## config.mk

```make
export PLATFORM = sky130hd
export DESIGN_NAME = freq_ratio_phase_sequencer
export DESIGN_NICKNAME = d
export VERILOG_FILES = /design/src/rtl/freq_ratio_pkg.sv /design/src/rtl/freq_ratio_drain_counter.sv /design/src/rtl/freq_ratio_phase_sequencer.sv
export SDC_FILE = /design/constraint.sdc
export NUM_CORES = 1
export LEC_CHECK = 0
export ABC_AREA = 0
export CAP_MARGIN = 30
export CORE_MARGIN = 1
export CORE_UTILIZATION = 53
export CTS_BUF_LIST = sky130_fd_sc_hd__clkbuf_16
export CTS_CLUSTER_DIAMETER = 40
export DETAILED_ROUTE_END_ITERATION = 8
export PLACE_DENSITY = 0.82
export SLEW_MARGIN = 20
export SYNTH_ARGS = -nofsm -noshare
export SYNTH_HDL_FRONTEND = slang
export SYNTH_SLANG_ARGS = --single-unit
```

## constraint.sdc

```tcl
create_clock -name i_clock -period 3.2 [get_ports i_clock]
set_clock_uncertainty 0.2 [all_clocks]
set_input_delay 0.48 -clock i_clock [delete_from_list [all_inputs] [get_ports i_clock]]
set_output_delay 0.48 -clock i_clock [all_outputs]
set_load 0.005 [all_outputs]
```

## src/rtl/freq_ratio_pkg.sv

```systemverilog
// Shared types and helpers for the DFI frequency-ratio phase sequencer.
package freq_ratio_pkg;

    typedef enum logic [2:0] {
        IDLE   = 3'd0,
        RUN    = 3'd1,
        DRAIN  = 3'd2,
        SWITCH = 3'd3,
        ACK    = 3'd4
    } state_e;

    localparam logic [2:0] RATIO_1_1 = 3'b000;
    localparam logic [2:0] RATIO_1_2 = 3'b001;
    localparam logic [2:0] RATIO_1_4 = 3'b010;

    // Phases per bundle; illegal codes never reach the active register,
    // so the fallback value is only a safe default.
    function automatic logic [2:0] ratio_to_phases(input logic [2:0] code);
        logic [2:0] n;
        case (code)
            RATIO_1_1: n = 3'd1;
            RATIO_1_2: n = 3'd2;
            RATIO_1_4: n = 3'd4;
            default:   n = 3'd1;
        endcase
        return n;
    endfunction

    function automatic logic ratio_legal(input logic [2:0] code);
        return (code == RATIO_1_1) || (code == RATIO_1_2) || (code == RATIO_1_4);
    endfunction

endpackage

```

## src/rtl/freq_ratio_drain_counter.sv

```systemverilog
// Loadable 4-bit down-counter used to time the write drain before a
// ratio switch. Terminal flag marks the last counted cycle.
module freq_ratio_drain_counter
    import freq_ratio_pkg::*;
#(
    parameter logic [3:0] LOAD_VAL = 4'd4
) (
    input  logic clk_i,
    input  logic rst_i,
    input  logic load_i,
    input  logic dec_i,
    output logic tc_o
);

    logic [3:0] cnt_q;

    // Load wins over decrement; count parks at zero.
    always_ff @(posedge clk_i or posedge rst_i) begin
        if (rst_i) begin
            cnt_q <= LOAD_VAL;
        end else if (load_i) begin
            cnt_q <= LOAD_VAL;
        end else if (dec_i && (cnt_q != 4'd0)) begin
            cnt_q <= cnt_q - 4'd1;
        end
    end

    assign tc_o = (cnt_q == 4'd1);

endmodule

```

## src/rtl/freq_ratio_phase_sequencer.sv

```systemverilog
// Phase select / bundle strobe generator for the DFI write serializer,
// including the dfi_init_start / dfi_init_complete frequency-change
// handshake.
//
// state  | meaning
// IDLE   | muted, active ratio tracks dfi_freq_ratio
// RUN    | phases cycle 0..N-1, bundle strobe on phase 0
// DRAIN  | muted until DRAIN_CYC consecutive cycles without write data
// SWITCH | sample requested ratio (one cycle)
// ACK    | complete asserted until dfi_init_start drops
module freq_ratio_phase_sequencer
    import freq_ratio_pkg::*;
#(
    parameter int unsigned DRAIN_CYC   = 4,
    parameter logic [2:0]  RESET_RATIO = 3'b010
) (
    input  logic       i_clock,
    input  logic       i_reset,
    input  logic       i_enable,
    input  logic [2:0] dfi_freq_ratio,
    input  logic       dfi_init_start,
    input  logic       i_wrdata_en_any,
    output logic       dfi_init_complete,
    output logic [1:0] o_phase_sel,
    output logic       o_bundle_start,
    output logic       o_mute,
    output logic [2:0] o_active_ratio,
    output logic       o_ratio_err
);

    state_e     state_q;
    logic [1:0] phase_q;
    logic       bundle_q;
    logic       mute_q;
    logic       complete_q;
    logic [2:0] ratio_q;
    logic       err_q;
    logic       pend_q;

    logic [1:0] last_phase;
    logic       ratio_ok;
    logic       drain_load;
    logic       drain_dec;
    logic       drain_tc;

    assign last_phase = 2'(ratio_to_phases(ratio_q) - 3'd1);
    assign ratio_ok   = ratio_legal(dfi_freq_ratio);

    // Counter sits preloaded outside DRAIN, so it is full on DRAIN entry;
    // any write activity inside DRAIN restarts the idle window.
    assign drain_load = (state_q != DRAIN) || i_wrdata_en_any;
    assign drain_dec  = (state_q == DRAIN);

    freq_ratio_drain_counter #(
        .LOAD_VAL (4'(DRAIN_CYC))
    ) u_drain_cnt (
        .clk_i  (i_clock),
        .rst_i  (i_reset),
        .load_i (drain_load),
        .dec_i  (drain_dec),
        .tc_o   (drain_tc)
    );

    // Sequencer FSM with all outputs registered alongside the state.
    always_ff @(posedge i_clock or posedge i_reset) begin
        if (i_reset) begin
            state_q    <= IDLE;
            phase_q    <= 2'd0;
            bundle_q   <= 1'b0;
            mute_q     <= 1'b1;
            complete_q <= 1'b0;
            ratio_q    <= RESET_RATIO;
            err_q      <= 1'b0;
            pend_q     <= 1'b0;
        end else if (!i_enable) begin
            state_q    <= IDLE;
            phase_q    <= 2'd0;
            bundle_q   <= 1'b0;
            mute_q     <= 1'b1;
            complete_q <= 1'b0;
            pend_q     <= 1'b0;
            if (state_q == IDLE) begin
                if (ratio_ok) ratio_q <= dfi_freq_ratio;
                else          err_q   <= 1'b1;
            end
        end else begin
            case (state_q)
                IDLE: begin
                    if (ratio_ok) ratio_q <= dfi_freq_ratio;
                    else          err_q   <= 1'b1;
                    state_q  <= RUN;
                    phase_q  <= 2'd0;
                    bundle_q <= 1'b1;
                    mute_q   <= 1'b0;
                    pend_q   <= 1'b0;
                end
                RUN: begin
                    if ((phase_q == last_phase) && (pend_q || dfi_init_start)) begin
                        state_q  <= DRAIN;
                        phase_q  <= 2'd0;
                        bundle_q <= 1'b0;
                        mute_q   <= 1'b1;
                        pend_q   <= 1'b0;
                    end else begin
                        pend_q   <= pend_q || dfi_init_start;
                        phase_q  <= (phase_q == last_phase) ? 2'd0 : phase_q + 2'd1;
                        bundle_q <= (phase_q == last_phase);
                    end
                end
                DRAIN: begin
                    if (drain_tc && !i_wrdata_en_any) state_q <= SWITCH;
                end
                SWITCH: begin
                    if (ratio_ok) ratio_q <= dfi_freq_ratio;
                    else          err_q   <= 1'b1;
                    state_q    <= ACK;
                    complete_q <= 1'b1;
                end
                ACK: begin
                    if (!dfi_init_start) begin
                        state_q    <= RUN;
                        complete_q <= 1'b0;
                        phase_q    <= 2'd0;
                        bundle_q   <= 1'b1;
                        mute_q     <= 1'b0;
                    end
                end
                default: begin
                    state_q    <= IDLE;
                    phase_q    <= 2'd0;
                    bundle_q   <= 1'b0;
                    mute_q     <= 1'b1;
                    complete_q <= 1'b0;
                    pend_q     <= 1'b0;
                end
            endcase
        end
    end

    assign dfi_init_complete = complete_q;
    assign o_phase_sel       = phase_q;
    assign o_bundle_start    = bundle_q;
    assign o_mute            = mute_q;
    assign o_active_ratio    = ratio_q;
    assign o_ratio_err       = err_q;

endmodule

```

==> results of run 1 <==
[sequential cells by signal, summed over array words and instances (netlist names)]
register,count
u_drain_cnt.cnt_q,4
o_active_ratio,3
state_q,3
o_phase_sel,2
dfi_init_complete,1
o_bundle_start,1
o_mute,1
o_ratio_err,1
pend_q,1
[worst max-delay path, delay by kind of cell]
family	cells	cell delay, ns
buffers and inverters	1	0.72
AND/OR/NAND/NOR	3	0.43
AO/OA/AOI/OAI	1	0.39
[power groups by stage]
stage	Clock [mW]	Combinational, mW	Sequential, mW
2_1_floorplan	0	0.243	0.333
3_3_place_gp	0	0.338	0.352
3_5_place_dp	0	0.344	0.354
4_1_cts	0.246	0.353	0.352
5_1_grt	0.260	0.392	0.360
6_report	0.246	0.354	0.353
[metrics by stage]
stage / setup slack, ns / total power [mW]
3_3_place_gp: 0.995 / 0.690
2_1_floorplan: 1.60 / 0.576
5_1_grt: 1.09 / 1.01
4_1_cts: 1.18 / 0.951
6_report: 1.17 / 0.953
3_5_place_dp: 0.952 / 0.698
[how the worst max path moves through the flow]
stage	startpoint	end	depth (start not counted)
floorplan	state_q[1]	o_bundle_start	5
global placement	i_enable	o_active_ratio[1]	5
detailed placement	i_enable	o_active_ratio[1]	5
CTS	i_enable	o_bundle_start	5
global route	i_enable	o_active_ratio[1]	5
finish	i_enable	o_bundle_start	5
[layer usage]
| metal | up-vias | routed length (um) |
|---|---|---|
| met2 | 32 | 944 |
| met3 | 6 | 100 |
| met5 | - | 0 |
| met4 | 0 | 37 |
| met1 | 382 | 894 |
| li1 | 392 | - |
[cell usage in the layout, fill, tap and decap left out, types with 2 or more instances in the layout]
| master | synthesis | final |
|---|---|---|
| xnor2_1 | 2 | 2 |
| a21oi_1 | 7 | 7 |
| or2_2 | 2 | 2 |
| nor2b_1 | 4 | 4 |
| nand3_1 | 2 | 2 |
| nand2b_1 | 3 | 3 |
| o21ai_0 | 5 | 5 |
| a21boi_0 | 3 | 3 |
| inv_1 | 5 | 5 |
| a2111oi_4 | 2 | 2 |
| nand2_1 | 7 | 7 |
| clkdlybuf4s50_1 | 0 | 16 |
| o21ai_1 | 2 | 2 |
| nor2_1 | 13 | 13 |
| dfstp_2 | 3 | 3 |
| clkbuf_16 | 0 | 3 |
| dfrtp_1 | 14 | 14 |
| o2bb2ai_1 | 2 | 2 |
| ha_1 | 2 | 2 |
[cell families (layout without fill, tap and decap cells)]
logic type	Yosys count	count (layout)	synth area share, %
AND/OR/NAND/NOR	42	42	23.9
adder cells (fa/ha/maj)	2	2	2.52
XOR/XNOR	2	2	1.76
buffers and inverters	7	25	3.78
AO/OA/AOI/OAI	28	28	22.7
flip-flops	17	17	43.2
multiplexers	2	2	2.14
[final cells by class]
cell class	count	area [um^2]
Clock inverter	1	5.00
Sequential cell	17	429
Timing Repair Buffer	16	160
Tap cell	25	31.3
Clock buffer	3	75.1
Fill cell	130	499
Multi-Input combinational cell	76	527
Inverter	5	18.8
==> key figures, run 1 <==
Power and ir drop
  • Clk pwr share: 25.8%
  • PwrDens: 765 nW/um^2
  • Sw power: roughly 0.33 mW
  • Register share of total power: between 30% and 40%
  • Gate power share: between 30% and 40%
  • Max rail drop VDD: roughly 0.00046 V
  • Leak pwr: roughly 0.49 nW
  • Switching share of power: ~34%
  • Internal Dissipation: between 0.6 and 0.7 mW

Synth
  • Largest cells by area after synthesis: dfrtp_1 35%, dfstp_2 7.9%, a2111oi_4 5.5%
  • Mapped cell area: between 900 and 1000 um^2
  • Synth top cells by count: 14 x dfrtp_1, 13 x nor2_1, 7 x a21oi_1, 7 x nand2_1
  • Seq/Total Area, Yosys: 43.2%
  • Post-synth top area share: 35.3%
  • Syn Area/Cell: 9.93 um^2
  • Most frequent cell after synthesis: dfrtp_1
  • Library cells used by synthesis: 39
  • Mapped Cells: 100
  • Post-synth ARST share: 100%
  • Mapped Nets: 110
  • Synth Register Bits: 17
  • Post-synth EDFFs: 0
  • Post-synth top flop: dfrtp_1
  • Yosys warnings: 0
  • Cell taking the most area after synthesis: dfrtp_1

Global route
  • Met1 Use GR: roughly 28%
  • Met2 Use GR: between 30% and 40%
  • Most crowded layer after global routing: met2
  • Global-route wire length before repair: about 3300 um
  • Global route total overflow: 0
  • Largest net degree at the start of global routing: 18
  • Initial antenna violation count: 0
  • Vias in the first global route: 776
  • All-Layer GR Usage: between 20% and 30%
  • GR Util met3: about 4.0%

STA
  • Fin crit share: a little under two thirds
  • Achievable Freq: 491 MHz
  • RSZ-0062 raised after global routing: false
  • Worst slew pin tran: 0.641 ns
  • Finish-stage setup viols: 0
  • Final hold vios: 0
  • Slew margin rel.: a little under three fifths
  • Final Hold Slack: ~0.27 ns
  • Minimum clock period: around 2 ns
  • Setup TNS: 0 ns
  • Fin. max-slew vios: 0

Clock network
  • TritonCTS Buffers: 3
  • CTS Buffer Depth: 2
  • TritonCTS Sinks: 17
  • Post-CTS Setup Bufs: 0
  • Post-CTS Resized: 0
  • Post-CTS Hold Buffers: 0
  • CTS root buf: clkbuf_16
  • Clk pin slew, worst setup/hold paths: ~0.05 ns
  • TritonCTS clock tree: done
  • Clock Latency Late Sink: ~0.24 ns
  • H-tree Lvls: 1

Placement
  • Placed instance count: 139
  • DP HPWL: 1390 um
  • Placed instance area: roughly 1200 um^2
  • Gpl congestion: between 0.8 and 0.9
  • Port-buffer cells: 16

Die
  • Site Rows: 15
  • Die area: 2050 um^2
  • IO Pins: 17
  • Starting Density: 56.9%
  • Die H: 45.3 um
  • Core area: between 1500 and 2000 um^2
  • Width of the die: 45.3 um

Critical path
  • Crit path DAT: just over 2 ns
  • Largest fanout on the critical path: 9
  • Setup slack, reg-to-reg: ~1.4 ns
  • Startpoint types: primary input
  • Slowest CP cell: clkdlybuf4s50_1
  • Max stage delay on crit path: approximately 0.72 ns
  • Worst-path cell chain: clkdlybuf4s50_1 -> nand2b_4 -> or2_4 -> a2111o_1 -> nand2_1
  • Setup CP Type: primary input to flop
  • R2r endpoint: o_mute
  • FF-to-FF path depth: 4
  • Critical Path Sink Type: flop
  • R2R Path Start: state_q[2]
  • CP required: ~3.2 ns

Cells and area
  • Share of post-route cells with drive strength above 1: 12.7%
  • Final cell count without fillers: ~140
  • Area growth from synthesis to layout: 25.4%
  • Fin area: 1250 um^2
  • Layout Nets: approximately 130
  • Post-Route Utilization: 71.4%
  • N_diodes: 0

Route
  • TritonRoute pass-1 iters: 4
  • Number of vias per cell: approximately 5.7
  • Via count: just over 800
  • Drt initial violations: 15
  • Antenna viol nets, final: 0
  • DRC violations left: 0
  • Routed WL per cell: roughly 14 um
  • Wirelength, routed: 1980 um

Run
  • Max cap viols: 0

Min path
  • Hold Path End: o_ratio_err
  • Hold_sp: o_ratio_err
  • Hold depth: 1
  • Hold Crit Class: flop to flop

Status
  • Status: completed
No activity file was read; power rests on OpenSTA's default activity.
==> inputs of run 2 (changes only) <==
--- a/config.mk
+++ b/config.mk
@@ -8,11 +8,11 @@
 export ABC_AREA = 0
 export CAP_MARGIN = 30
 export CORE_MARGIN = 1
-export CORE_UTILIZATION = 53
+export CORE_UTILIZATION = 46
 export CTS_BUF_LIST = sky130_fd_sc_hd__clkbuf_16
 export CTS_CLUSTER_DIAMETER = 40
 export DETAILED_ROUTE_END_ITERATION = 8
-export PLACE_DENSITY = 0.82
+export PLACE_DENSITY = 0.76
 export SLEW_MARGIN = 20
 export SYNTH_ARGS = -nofsm -noshare
 export SYNTH_HDL_FRONTEND = slang
==> constraint.sdc (replaced) <==
create_clock -name i_clock -period 1.7 [get_ports i_clock]
set_clock_uncertainty 0.2 [all_clocks]
set_input_delay 0.255 -clock i_clock [delete_from_list [all_inputs] [get_ports i_clock]]
set_output_delay 0.255 -clock i_clock [all_outputs]
set_load 0.005 [all_outputs]
==> key figures, run 2 (synthesized netlist as in run 1, its figures left out) <==
Cells and area
  • Largest reg by FF count: u_drain_cnt.cnt_q
  • Reg area: 434 um^2 (+1.2%)
  • Share of post-route cells with drive strength above 1: 28.7% (+16 points)
  • Layout Nets: 140 (+8.5%)
  • Final cell count without fillers: 156 (+9.1%)
  • Max reg flops: 4 (unchanged)
  • Area of the multi-input gates: 551 um^2 (+4.5%)
  • Fillers: 150 (+15%)
  • Most frequent cells in the layout: 13 x nor2_1, 13 x clkdlybuf4s50_1, 11 x buf_4, 10 x dfrtp_1, 7 x nand2_1
  • N_diodes: 0 (unchanged)
  • Post-Route Utilization: 67.9% (-3.5 points)
  • Area growth from synthesis to layout: 36.9%

Critical path
  • R2r endpoint: o_bundle_start
  • Critical Path Sink Type: flop
  • Max stage delay on crit path: 0.52 ns (-0.20 ns)
  • Crit path DAT: 1.64 ns (-0.38 ns)
  • Setup CP Type: flop to flop
  • Largest fanout on the critical path: 4 (-5)
  • CP bufs+invs: 1 (unchanged)
  • CP required: 1.69 ns (-1.49 ns)
  • Startpoint types: flop
  • FF-to-FF path depth: 5 (+1)
  • Setup slack, reg-to-reg: 0.05 ns (-1.36 ns)
  • Slowest CP cell: dfstp_2
  • Crit path max-delay family: compound AO/OA/AOI/OAI gates
  • R2R Path Start: o_active_ratio[1]
  • Worst-path cell chain: buf_4 -> xnor2_1 -> o21ai_2 -> a2111o_1 -> nand2_1

Clock network
  • Clock Latency Late Sink: 0.25 ns (about the same)
  • Clk pin slew, worst setup/hold paths: 0.05 ns (about the same)
  • CTS Buffer Depth: 2 (unchanged)
  • TritonCTS Sinks: 17 (unchanged)
  • TritonCTS clock tree: done
  • TritonCTS Buffers: 3 (unchanged)
  • H-tree Lvls: 1 (unchanged)
  • Post-CTS Hold Buffers: 0 (unchanged)
  • CTS root buf: clkbuf_16

Global route
  • Initial antenna violation count: 0 (unchanged)
  • Global route total overflow: 0 (unchanged)
  • Global-route wire length before repair: 3730 um (+13%)
  • All-Layer GR Usage: 20.4% (-2.2 points)
  • Vias in the first global route: 850 (+9.5%)
  • Largest net degree at the start of global routing: 18 (unchanged)

STA
  • Fin crit share: about 97%
  • Fin. max-slew vios: 0 (unchanged)
  • Final hold vios: 0 (unchanged)
  • Finish-stage setup viols: 0 (unchanged)
  • Achievable Freq: between 600 and 700 MHz
  • Worst slew pin tran: 0.372 ns (-0.269 ns)
  • Minimum clock period: ~1.6 ns
  • RSZ-0062 raised after global routing: true
  • Slew margin rel.: 75.1% (+18 points)

Die
  • Die area: 2350 um^2 (+15%)
  • Width of the die: 48.5 um (+7.0%)
  • Starting Density: 49.6% (-7.3 points)
  • IO Pins: 17 (unchanged)
  • Die H: 48.5 um (+7.0%)
  • Site Rows: 16 (+1)
  • Core area: 2000 um^2 (+15%)

Status
  • Status: completed

Route
  • Drt initial violations: 20 (+5)
  • Antenna viol nets, final: 0 (unchanged)
  • DRC violations left: 0 (unchanged)
  • Number of vias per cell: 5.37 (-5.4%)
  • Wirelength, routed: 2210 um (+12%)
  • TritonRoute pass-1 iters: 4 (unchanged)
  • Routed WL per cell: 14.2 um (+2.7%)
  • Via count: 838 (+3.2%)

Min path
  • Hold Crit Class: primary input to async pin

Run
  • Max cap viols: 0 (unchanged)

Placement
  • Placed instance count: 150 (+7.9%)
  • Gpl congestion: 0.902 (+9.6%)
  • Port-buffer cells: 16 (unchanged)
  • DP HPWL: 1570 um (+13%)

Power and ir drop
  • Leak pwr: 0.554 nW (+13%)
  • Max rail drop VDD: 0.000771 V (+68%)
  • PwrDens: 1410 nW/um^2 (+85%)
==> run 2: cell type report <==
cell class	count	area share, %
Clock inverter	1	0.368
Clock buffer	3	5.52
Tap cell	27	2.48
Sequential cell	17	31.9
Timing Repair Buffer	27	17.8
Multi-Input combinational cell	76	40.5
Inverter	5	1.38
==> run 2: worst max-delay path by stage <==
stage                           start                 to  slack, ns  cells past startpoint
detailed placement           i_enable  o_active_ratio[0]      -0.19                      5
floorplan                  state_q[1]     o_bundle_start        0.1                      5
CTS                 o_active_ratio[1]             o_mute       0.01                      5
global route        o_active_ratio[1]     o_bundle_start     -0.008                      5
finish              o_active_ratio[1]     o_bundle_start       0.05                      5
global placement             i_enable     o_bundle_start      -0.15                      5
==> run 2: what timing repair did <==
item	CTS	global route
resized for setup	2	14
buffers inserted	1	1
pin swaps	0	2
setup endpoints to repair	2	11
==> run 2: routing by layer <==
metal | track usage, % | vias up | part of all wire (%) | routed length [um]
met5 | 0 | - | 0 | 0
met4 | 7.84 | 0 | 0.81 | 18
met3 | 3.14 | 2 | 2.8 | 62
met2 | 34.5 | 20 | 50 | 1110
met1 | 26.1 | 400 | 46 | 1020
li1 | - | 416 | - | -
==> run 2: tightest hold or removal path: cells and delay by family <==
family	cells	cell delay (ns)
buffers and inverters	3	0.68
==> run 2: report_power, final <==
| group | switching, mW | internal (mW) | leakage, nW |
|---|---|---|---|
| clock network | 0.156 | 0.315 | 0.0409 |
| registers | 0.123 | 0.528 | 0.210 |
| logic | 0.393 | 0.408 | 0.303 |
==> run 2: per-stage QoR <==
stage / TNS (ns) / instance area, um^2 / hold WS, ns / setup slack [ns] / power (mW)
CTS: 0 / 1320 / 0.124 / 0.0127 / 1.86
finish: 0 / 1360 / 0.115 / 0.0521 / 1.92
floorplan: 0 / 993 / -0.0211 / 0.0982 / 1.08
global placement: -0.945 / 1240 / 0.259 / -0.152 / 1.35
global route: -0.00777 / 1360 / 0.172 / -0.00777 / 2.04
detailed placement: -1.23 / 1240 / 0.257 / -0.191 / 1.37
